<file path="config.mk">
export PLATFORM = sky130hd
export DESIGN_NAME = i2c_apb_seq_flat
export DESIGN_NICKNAME = d
export VERILOG_FILES = /design/src/rtl/i2c_apb_seq_if.sv /design/src/rtl/i2c_apb_seq.sv /design/src/flat_wrapper.sv
export SDC_FILE = /design/constraint.sdc
export NUM_CORES = 1
export LEC_CHECK = 0
export CORE_MARGIN = 4
export CORE_UTILIZATION = 48
export CTS_BUF_LIST = sky130_fd_sc_hd__clkbuf_8
export CTS_CLUSTER_DIAMETER = 80
export DETAILED_ROUTE_END_ITERATION = 8
export PLACE_DENSITY = 0.95
export SLEW_MARGIN = 0
export SYNTH_ARGS = -nofsm -noshare
export SYNTH_HDL_FRONTEND = slang
export SYNTH_SLANG_ARGS = --single-unit
export TNS_END_PERCENT = 20
</file>
<file path="constraint.sdc">
create_clock -name PCLK -period 4.37 [get_ports PCLK]
set_clock_uncertainty 0.05 [all_clocks]
set_input_delay 0.6555 -clock PCLK [delete_from_list [all_inputs] [get_ports PCLK]]
set_output_delay 0.6555 -clock PCLK [all_outputs]
set_load 0.02 [all_outputs]
</file>
<file path="src/rtl/i2c_apb_seq_if.sv">
// APB master-side bus bundle between the I2C read sequencer and the I2C controller.
interface i2c_apb_seq_if;
    logic        M_PSEL;
    logic        M_PENABLE;
    logic        M_PWRITE;
    logic [31:0] M_PADDR;
    logic [31:0] M_PWDATA;
    logic        M_PREADY;
    logic [31:0] M_PRDATA;

    modport master (
        output M_PSEL, M_PENABLE, M_PWRITE, M_PADDR, M_PWDATA,
        input  M_PREADY, M_PRDATA
    );

    modport slave (
        input  M_PSEL, M_PENABLE, M_PWRITE, M_PADDR, M_PWDATA,
        output M_PREADY, M_PRDATA
    );
endinterface

</file>
<file path="src/rtl/i2c_apb_seq.sv">
// Sequences an I2C register read (1-4 bytes) through an APB-attached I2C controller:
// pointer write, repeated-start reads, data polling with status/timeout checking.
module i2c_apb_seq #(
    parameter logic [31:0] STATUS_ADDR = 32'h0000_0000,
    parameter logic [31:0] CMD_ADDR    = 32'h0000_0004,
    parameter logic [31:0] DATA_ADDR   = 32'h0000_0008,
    parameter int unsigned POLL_MAX    = 1023
) (
    input  logic          PCLK,
    input  logic          PRESETn,
    input  logic          start,
    input  logic [6:0]    dev_addr,
    input  logic [7:0]    reg_addr,
    input  logic [1:0]    rd_len,
    output logic          busy,
    output logic          done,
    output logic          err,
    output logic [31:0]   rdata,
    i2c_apb_seq_if.master apb
);
    localparam logic [9:0] POLL_LIMIT = POLL_MAX[9:0];

    typedef enum logic [2:0] {IDLE, WDAT, WCMD, RCMD, POLL, STAT, DONE} state_t;
    // Every transfer opens with a GAP cycle so PSEL always drops between transfers.
    typedef enum logic [1:0] {PH_GAP, PH_SETUP, PH_ACCESS} phase_t;

    state_t     state_reg, state_next;
    phase_t     phase_reg, phase_next;
    logic [6:0] dev_reg, dev_next;
    logic [7:0] ptr_reg, ptr_next;
    logic [1:0] len_reg, len_next;
    logic [1:0] index_reg, index_next;
    logic [9:0] poll_reg, poll_next;
    logic       err_reg, err_next;
    logic [3:0] byte_we;
    logic       rdata_clr;
    logic       xfer_state;
    logic       xfer_done;
    logic       last_byte;
    logic       unused_prdata;

    assign unused_prdata = ^apb.M_PRDATA[31:9];

    assign xfer_state = (state_reg != IDLE) && (state_reg != DONE);
    assign xfer_done  = xfer_state && (phase_reg == PH_ACCESS) && apb.M_PREADY;
    assign last_byte  = (index_reg == len_reg);

    assign busy = (state_reg != IDLE);
    assign done = (state_reg == DONE);
    assign err  = err_reg;

    always_ff @(posedge PCLK or negedge PRESETn) begin
        if (!PRESETn) begin
            state_reg <= IDLE;
            phase_reg <= PH_GAP;
            dev_reg   <= '0;
            ptr_reg   <= '0;
            len_reg   <= '0;
            index_reg <= '0;
            poll_reg  <= '0;
            err_reg   <= 1'b0;
        end else begin
            state_reg <= state_next;
            phase_reg <= phase_next;
            dev_reg   <= dev_next;
            ptr_reg   <= ptr_next;
            len_reg   <= len_next;
            index_reg <= index_next;
            poll_reg  <= poll_next;
            err_reg   <= err_next;
        end
    end

    // Bus drive depends only on registered state, so address/data hold for the whole transfer.
    always_comb begin
        apb.M_PSEL    = xfer_state && (phase_reg != PH_GAP);
        apb.M_PENABLE = xfer_state && (phase_reg == PH_ACCESS);
        apb.M_PWRITE  = 1'b0;
        apb.M_PADDR   = '0;
        apb.M_PWDATA  = '0;
        case (state_reg)
            WDAT: begin
                apb.M_PWRITE = 1'b1;
                apb.M_PADDR  = DATA_ADDR;
                apb.M_PWDATA = {22'b0, 1'b1, 1'b0, ptr_reg};
            end
            WCMD: begin
                apb.M_PWRITE = 1'b1;
                apb.M_PADDR  = CMD_ADDR;
                apb.M_PWDATA = 32'h0000_0500 | {25'b0, dev_reg};
            end
            RCMD: begin
                apb.M_PWRITE = 1'b1;
                apb.M_PADDR  = CMD_ADDR;
                apb.M_PWDATA = 32'h0000_0200 | {25'b0, dev_reg}
                             | ((index_reg == 2'd0) ? 32'h0000_0100 : 32'h0)
                             | (last_byte ? 32'h0000_1000 : 32'h0);
            end
            POLL:    apb.M_PADDR = DATA_ADDR;
            STAT:    apb.M_PADDR = STATUS_ADDR;
            default: ;
        endcase
    end

    always_comb begin
        state_next = state_reg;
        phase_next = phase_reg;
        dev_next   = dev_reg;
        ptr_next   = ptr_reg;
        len_next   = len_reg;
        index_next = index_reg;
        poll_next  = poll_reg;
        err_next   = err_reg;
        byte_we    = '0;
        rdata_clr  = 1'b0;
        case (state_reg)
            IDLE: begin
                if (start) begin
                    dev_next   = dev_addr;
                    ptr_next   = reg_addr;
                    len_next   = rd_len;
                    index_next = '0;
                    poll_next  = '0;
                    err_next   = 1'b0;
                    rdata_clr  = 1'b1;
                    phase_next = PH_GAP;
                    state_next = WDAT;
                end
            end
            DONE: state_next = IDLE;
            default: begin
                case (phase_reg)
                    PH_GAP:   phase_next = PH_SETUP;
                    PH_SETUP: phase_next = PH_ACCESS;
                    default:  if (apb.M_PREADY) phase_next = PH_GAP;
                endcase
                if (xfer_done) begin
                    case (state_reg)
                        WDAT: state_next = WCMD;
                        WCMD: state_next = RCMD;
                        RCMD: state_next = POLL;
                        POLL: begin
                            if (apb.M_PRDATA[8]) begin
                                byte_we[index_reg] = 1'b1;
                                poll_next = '0;
                                if (last_byte) begin
                                    state_next = DONE;
                                end else begin
                                    index_next = index_reg + 2'd1;
                                    state_next = RCMD;
                                end
                            end else begin
                                state_next = STAT;
                            end
                        end
                        STAT: begin
                            if (apb.M_PRDATA[3] || (poll_reg == POLL_LIMIT)) begin
                                err_next   = 1'b1;
                                state_next = DONE;
                            end else begin
                                poll_next  = poll_reg + 10'd1;
                                state_next = POLL;
                            end
                        end
                        default: ;
                    endcase
                end
            end
        endcase
    end

    generate
        for (genvar gi = 0; gi < 4; gi++) begin : g_lane
            logic [7:0] lane_reg;
            always_ff @(posedge PCLK or negedge PRESETn) begin
                if (!PRESETn)
                    lane_reg <= '0;
                else if (rdata_clr)
                    lane_reg <= '0;
                else if (byte_we[gi])
                    lane_reg <= apb.M_PRDATA[7:0];
            end
            assign rdata[gi*8 +: 8] = lane_reg;
        end
    endgenerate
endmodule

</file>
<file path="src/flat_wrapper.sv">
// flat-port wrapper written by rule: the top's interface ports become plain ports
module i2c_apb_seq_flat 
#(
    parameter logic [31:0] STATUS_ADDR = 32'h0000_0000,
    parameter logic [31:0] CMD_ADDR    = 32'h0000_0004,
    parameter logic [31:0] DATA_ADDR   = 32'h0000_0008,
    parameter int unsigned POLL_MAX    = 1023
)
  (PCLK, PRESETn, start, dev_addr, reg_addr, rd_len, busy, done, err, rdata, apb_M_PSEL, apb_M_PENABLE, apb_M_PWRITE, apb_M_PADDR, apb_M_PWDATA, apb_M_PREADY, apb_M_PRDATA);
  i2c_apb_seq_if apb_i ();
  input  logic PCLK;
  input  logic PRESETn;
  input  logic start;
  input  logic [6:0] dev_addr;
  input  logic [7:0] reg_addr;
  input  logic [1:0] rd_len;
  output logic busy;
  output logic done;
  output logic err;
  output logic [31:0] rdata;
  output wire logic [$bits(apb_i.M_PSEL)-1:0] apb_M_PSEL;
  output wire logic [$bits(apb_i.M_PENABLE)-1:0] apb_M_PENABLE;
  output wire logic [$bits(apb_i.M_PWRITE)-1:0] apb_M_PWRITE;
  output wire logic [$bits(apb_i.M_PADDR)-1:0] apb_M_PADDR;
  output wire logic [$bits(apb_i.M_PWDATA)-1:0] apb_M_PWDATA;
  input wire logic [$bits(apb_i.M_PREADY)-1:0] apb_M_PREADY;
  input wire logic [$bits(apb_i.M_PRDATA)-1:0] apb_M_PRDATA;
  assign apb_M_PSEL = apb_i.M_PSEL;
  assign apb_M_PENABLE = apb_i.M_PENABLE;
  assign apb_M_PWRITE = apb_i.M_PWRITE;
  assign apb_M_PADDR = apb_i.M_PADDR;
  assign apb_M_PWDATA = apb_i.M_PWDATA;
  assign apb_i.M_PREADY = apb_M_PREADY;
  assign apb_i.M_PRDATA = apb_M_PRDATA;
  i2c_apb_seq #(.STATUS_ADDR(STATUS_ADDR), .CMD_ADDR(CMD_ADDR), .DATA_ADDR(DATA_ADDR), .POLL_MAX(POLL_MAX)) u_core (.PCLK(PCLK), .PRESETn(PRESETn), .start(start), .dev_addr(dev_addr), .reg_addr(reg_addr), .rd_len(rd_len), .busy(busy), .done(done), .err(err), .rdata(rdata), .apb(apb_i));
endmodule
</file>
==> impl_metrics.py <==
metrics = {
    "run_status": {
        "status": "finished, final reports clean",
    },
    "clock_tree": {
        "numCtsBuffers": 9,
        "cts.repair.resized": 0,
        "cts_sinks": 67,
        "insertion_delay_ns": 0.36,
        "clk_pin_slew_ns": 0.07,
        "post_cts.repair.setup_buffers": 0,
        "hold_buffers": 0,
        "cts_max_level": 3,
        "cts_tree": "yes",
        "clockRootBuffer": "clkbuf_8",
        "clk_path_buf_depth": 2,
    },
    "floorplan": {
        "io-pin-count": 155,
        "num_rows": 31,
        "core_mm2": 0.007408,
        "dieArea_mm2": 0.009251,
        "start_util": 0.5038,
        "chipHeight_um": 96.18,
        "dieWidth_um": 96.18,
    },
    "worst_setup_path": {
        "crit_top_cell": "nor2_1",
        "worstReg2RegStart": "u_core.state_reg[1]",
        "r2r_end": "u_core.poll_reg[2]",
        "crit_path_top_delay_cell": "clkdlybuf4s50_1",
        "rrSetupSlack_ns": 2.01,
        "crit_start": "u_core.state_reg[0]",
        "slowest_delay_ns": 0.64,
        "crit_arrival_ns": 2.53,
        "end_kind": "output port",
        "cp-endpoint": "apb_M_PWDATA[4]",
        "cp_data_required_time_ns": 3.66,
        "path_depth": 5,
        "crit_chain": "inv_1 -> nor2_1 -> a22oi_1 -> nor2_1 -> clkdlybuf4s50_1",
        "crit_buf_inv": 2,
        "path_class": "register to output port",
        "cp_top_family": "buffers and inverters",
        "startpoint_type": "register",
        "r2r_cells": 4,
        "path_max_fanout": 13,
    },
    "drt": {
        "routedWlPerCell_um": 15.76,
        "ant_nets": 0,
        "first_pass_iters": 7,
        "wl_um": 9171,
        "vias": 3090,
        "avgViaCountPerCell": 5.309,
        "drt-initial-drc-count": 305,
        "drc": 0,
    },
    "timing": {
        "post-route-period-util": 0.7405,
        "tns_ns": 0,
        "fmax_ghz": 0.3090,
        "rsz0062_at_grt": "false",
        "period_minus_slack_ns": 3.236,
        "tightest_slew_ns": 0.9086,
        "slew_viol_final": 0,
        "hold_viol_final": 0,
        "slew_headroom": 0.3943,
        "setup_viol_count_final": 0,
    },
    "pwr": {
        "internal_power_mw": 1.355,
        "ir_worst_vdd_v": 0.0003756,
        "combPwrFrac": 0.418,
        "p_sw_uw": 974.1,
        "switching_share": 0.4182,
        "cellPowerDensity_mw_per_mm2": 509.3,
        "pwr-share-clk": 0.196,
        "leakagePower_nw": 2.413,
        "pwr-share-seq": 0.385,
    },
    "logic_synthesis": {
        "syn_area_mm2": 0.003732,
        "synth-async-reset-ratio": 1.000,
        "yosysMostFrequentCell": "dfrtp_1",
        "synth_cells": 404,
        "synth_ff_type": "dfrtp_1",
        "yosysTopAreaCell": "dfrtp_1",
        "synth_warnings": 0,
        "netlist-cell-type-count": 53,
        "synth_common_cells": "dfrtp_1 (67), nand2_1 (63), nor2_1 (53)",
        "netlist_top_cells_area": "dfrtp_1 (45%), buf_4 (10%), mux2i_1 (9.4%)",
        "seq_area_frac_synth": 0.4492,
        "ys_seq_elements": 67,
        "synth_edf_count": 0,
        "synth_top_area_frac": 0.4492,
        "syn_area_per_cell_um2": 9.238,
    },
    "placement": {
        "gp_congestion": 0.8356,
        "port_buffers": 81,
        "dp_hpwl_um": 6554,
    },
    "cells_and_area": {
        "fin_util": 0.6173,
        "nets": 536,
        "area_growth_syn_to_layout_pct": 22.53,
        "fillers": 593,
        "largest_reg_flops": 32,
        "diodes": 0,
        "drive_gt1_frac": 0.06004,
    },
    "grt": {
        "grt_pass1_vias": 2963,
        "grt_max_degree": 51,
        "grt.total_usage": 0.2063,
        "antenna_found_initial": 0,
        "grt_overflow": 0,
        "grt_pass1_wl_um": 14570,
    },
    "min_path": {
        "hold_class": "primary input to asynchronous set/reset pin",
    },
    "flow_run": {
        "maxCapViolations": 0,
    },
}
-- logic make-up (layout without fill, tap and decap cells) --
| logic type | Yosys count | in the layout | synth area share |
|---|---|---|---|
| and+or+nand+nor | 164 | 164 | 0.2068 |
| buffers and inverters | 79 | 109 | 0.1321 |
| DFF | 67 | 67 | 0.4492 |
| AOI/OAI and AO/OA | 50 | 50 | 0.09253 |
| muxes | 36 | 36 | 0.09688 |
| adders and majority gates | 5 | 5 | 0.01676 |
| xor gates and xnor gates | 2 | 2 | 0.004694 |
| other | 1 | 50 | 0.001005 |
-- layout make-up --
cell class | count | area [µm²] | share of cell area
clock buffers | 10 | 137.6 | 0.03010
clock inverters | 6 | 32.53 | 0.007114
inverters | 11 | 41.29 | 0.009029
multi-input cells | 307 | 1748 | 0.3822
flip-flops and latches | 67 | 1677 | 0.3666
well taps | 99 | 123.9 | 0.02709
repair buffers | 82 | 813.3 | 0.1778
-- worst reg2reg max path: cells and delay by family, from the launching register on --
family           cells  cell delay [ns]
AO/OA/AOI/OAI        1             0.27
flip-flops           1             0.65
multiplexers         1             0.12
AND/OR/NAND/NOR      2             1.19
-- layer usage --
metal	vias to the layer above	global-route usage	part of all wire
met5	-	0	0
met4	0	0.08531	0.022
met3	19	0.05317	0.082
met2	152	0.3433	0.51
met1	1496	0.2538	0.38
li1	1423	-	-
-- per-stage QoR --
| step | worst slack (ns) | std cells | total power [mW] | instance area, µm² | hold slack, ns |
|---|---|---|---|---|---|
| 2_1_floorplan | 2.185 | 453 | 1.533 | 3916 | 0.3099 |
| 3_3_place_gp | 1.588 | 566 | 1.833 | 4403 | 0.4058 |
| 3_5_place_dp | 1.546 | 566 | 1.877 | 4403 | 0.4123 |
| 4_1_cts | 1.145 | 582 | 2.332 | 4573 | 0.4050 |
| 5_1_grt | 0.9276 | 582 | 2.474 | 4573 | 0.4466 |
| 6_report | 1.134 | 582 | 2.329 | 4573 | 0.3712 |
-- how the worst min path moves through the flow --
stage | start | endpoint | slack [ns] | cells past startpoint
after detailed placement | u_core.ptr_reg[7] | u_core.ptr_reg[7] | 0.41 | 2
after global routing | PRESETn | u_core.poll_reg[5] | 0.45 | 1
after global placement | u_core.ptr_reg[7] | u_core.ptr_reg[7] | 0.41 | 2
after CTS | PRESETn | u_core.state_reg[1] | 0.41 | 1
after floorplan | PRESETn | u_core.dev_reg[0] | 0.31 | 0
final | PRESETn | u_core.state_reg[1] | 0.37 | 1
-- power by group through the flow --
| stage | logic [mW] | registers, mW | clock network [mW] |
|---|---|---|---|
| after floorplan | 0.698 | 0.835 | 0 |
| after global placement | 0.943 | 0.891 | 0 |
| after detailed placement | 0.973 | 0.904 | 0 |
| after CTS | 0.978 | 0.893 | 0.461 |
| after global routing | 1.06 | 0.919 | 0.494 |
| final | 0.975 | 0.897 | 0.457 |
-- cell usage in the layout (no fill, tap or decap), types with 2 or more instances in the layout --
cell type / instances
clkdlybuf4s50_1: 80
dfrtp_1: 67
nand2_1: 63
nor2_1: 53
conb_1: 50
mux2i_1: 35
inv_1: 12
a21oi_1: 12
clkbuf_8: 10
a22oi_1: 7
nor3_1: 7
nand3_1: 7
o21ai_0: 7
nand4_1: 6
ha_1: 5
nand4_2: 4
clkinv_2: 4
a31o_2: 3
nor2b_1: 3
or3_1: 3
nand2b_1: 2
xnor2_1: 2
o21a_1: 2
and3_1: 2
nor3b_1: 2
o21bai_1: 2
nor4b_1: 2
nand3b_1: 2
o311ai_0: 2
a31oi_1: 2
o31ai_1: 2
Note: power is estimated with default switching activity, not from simulation.
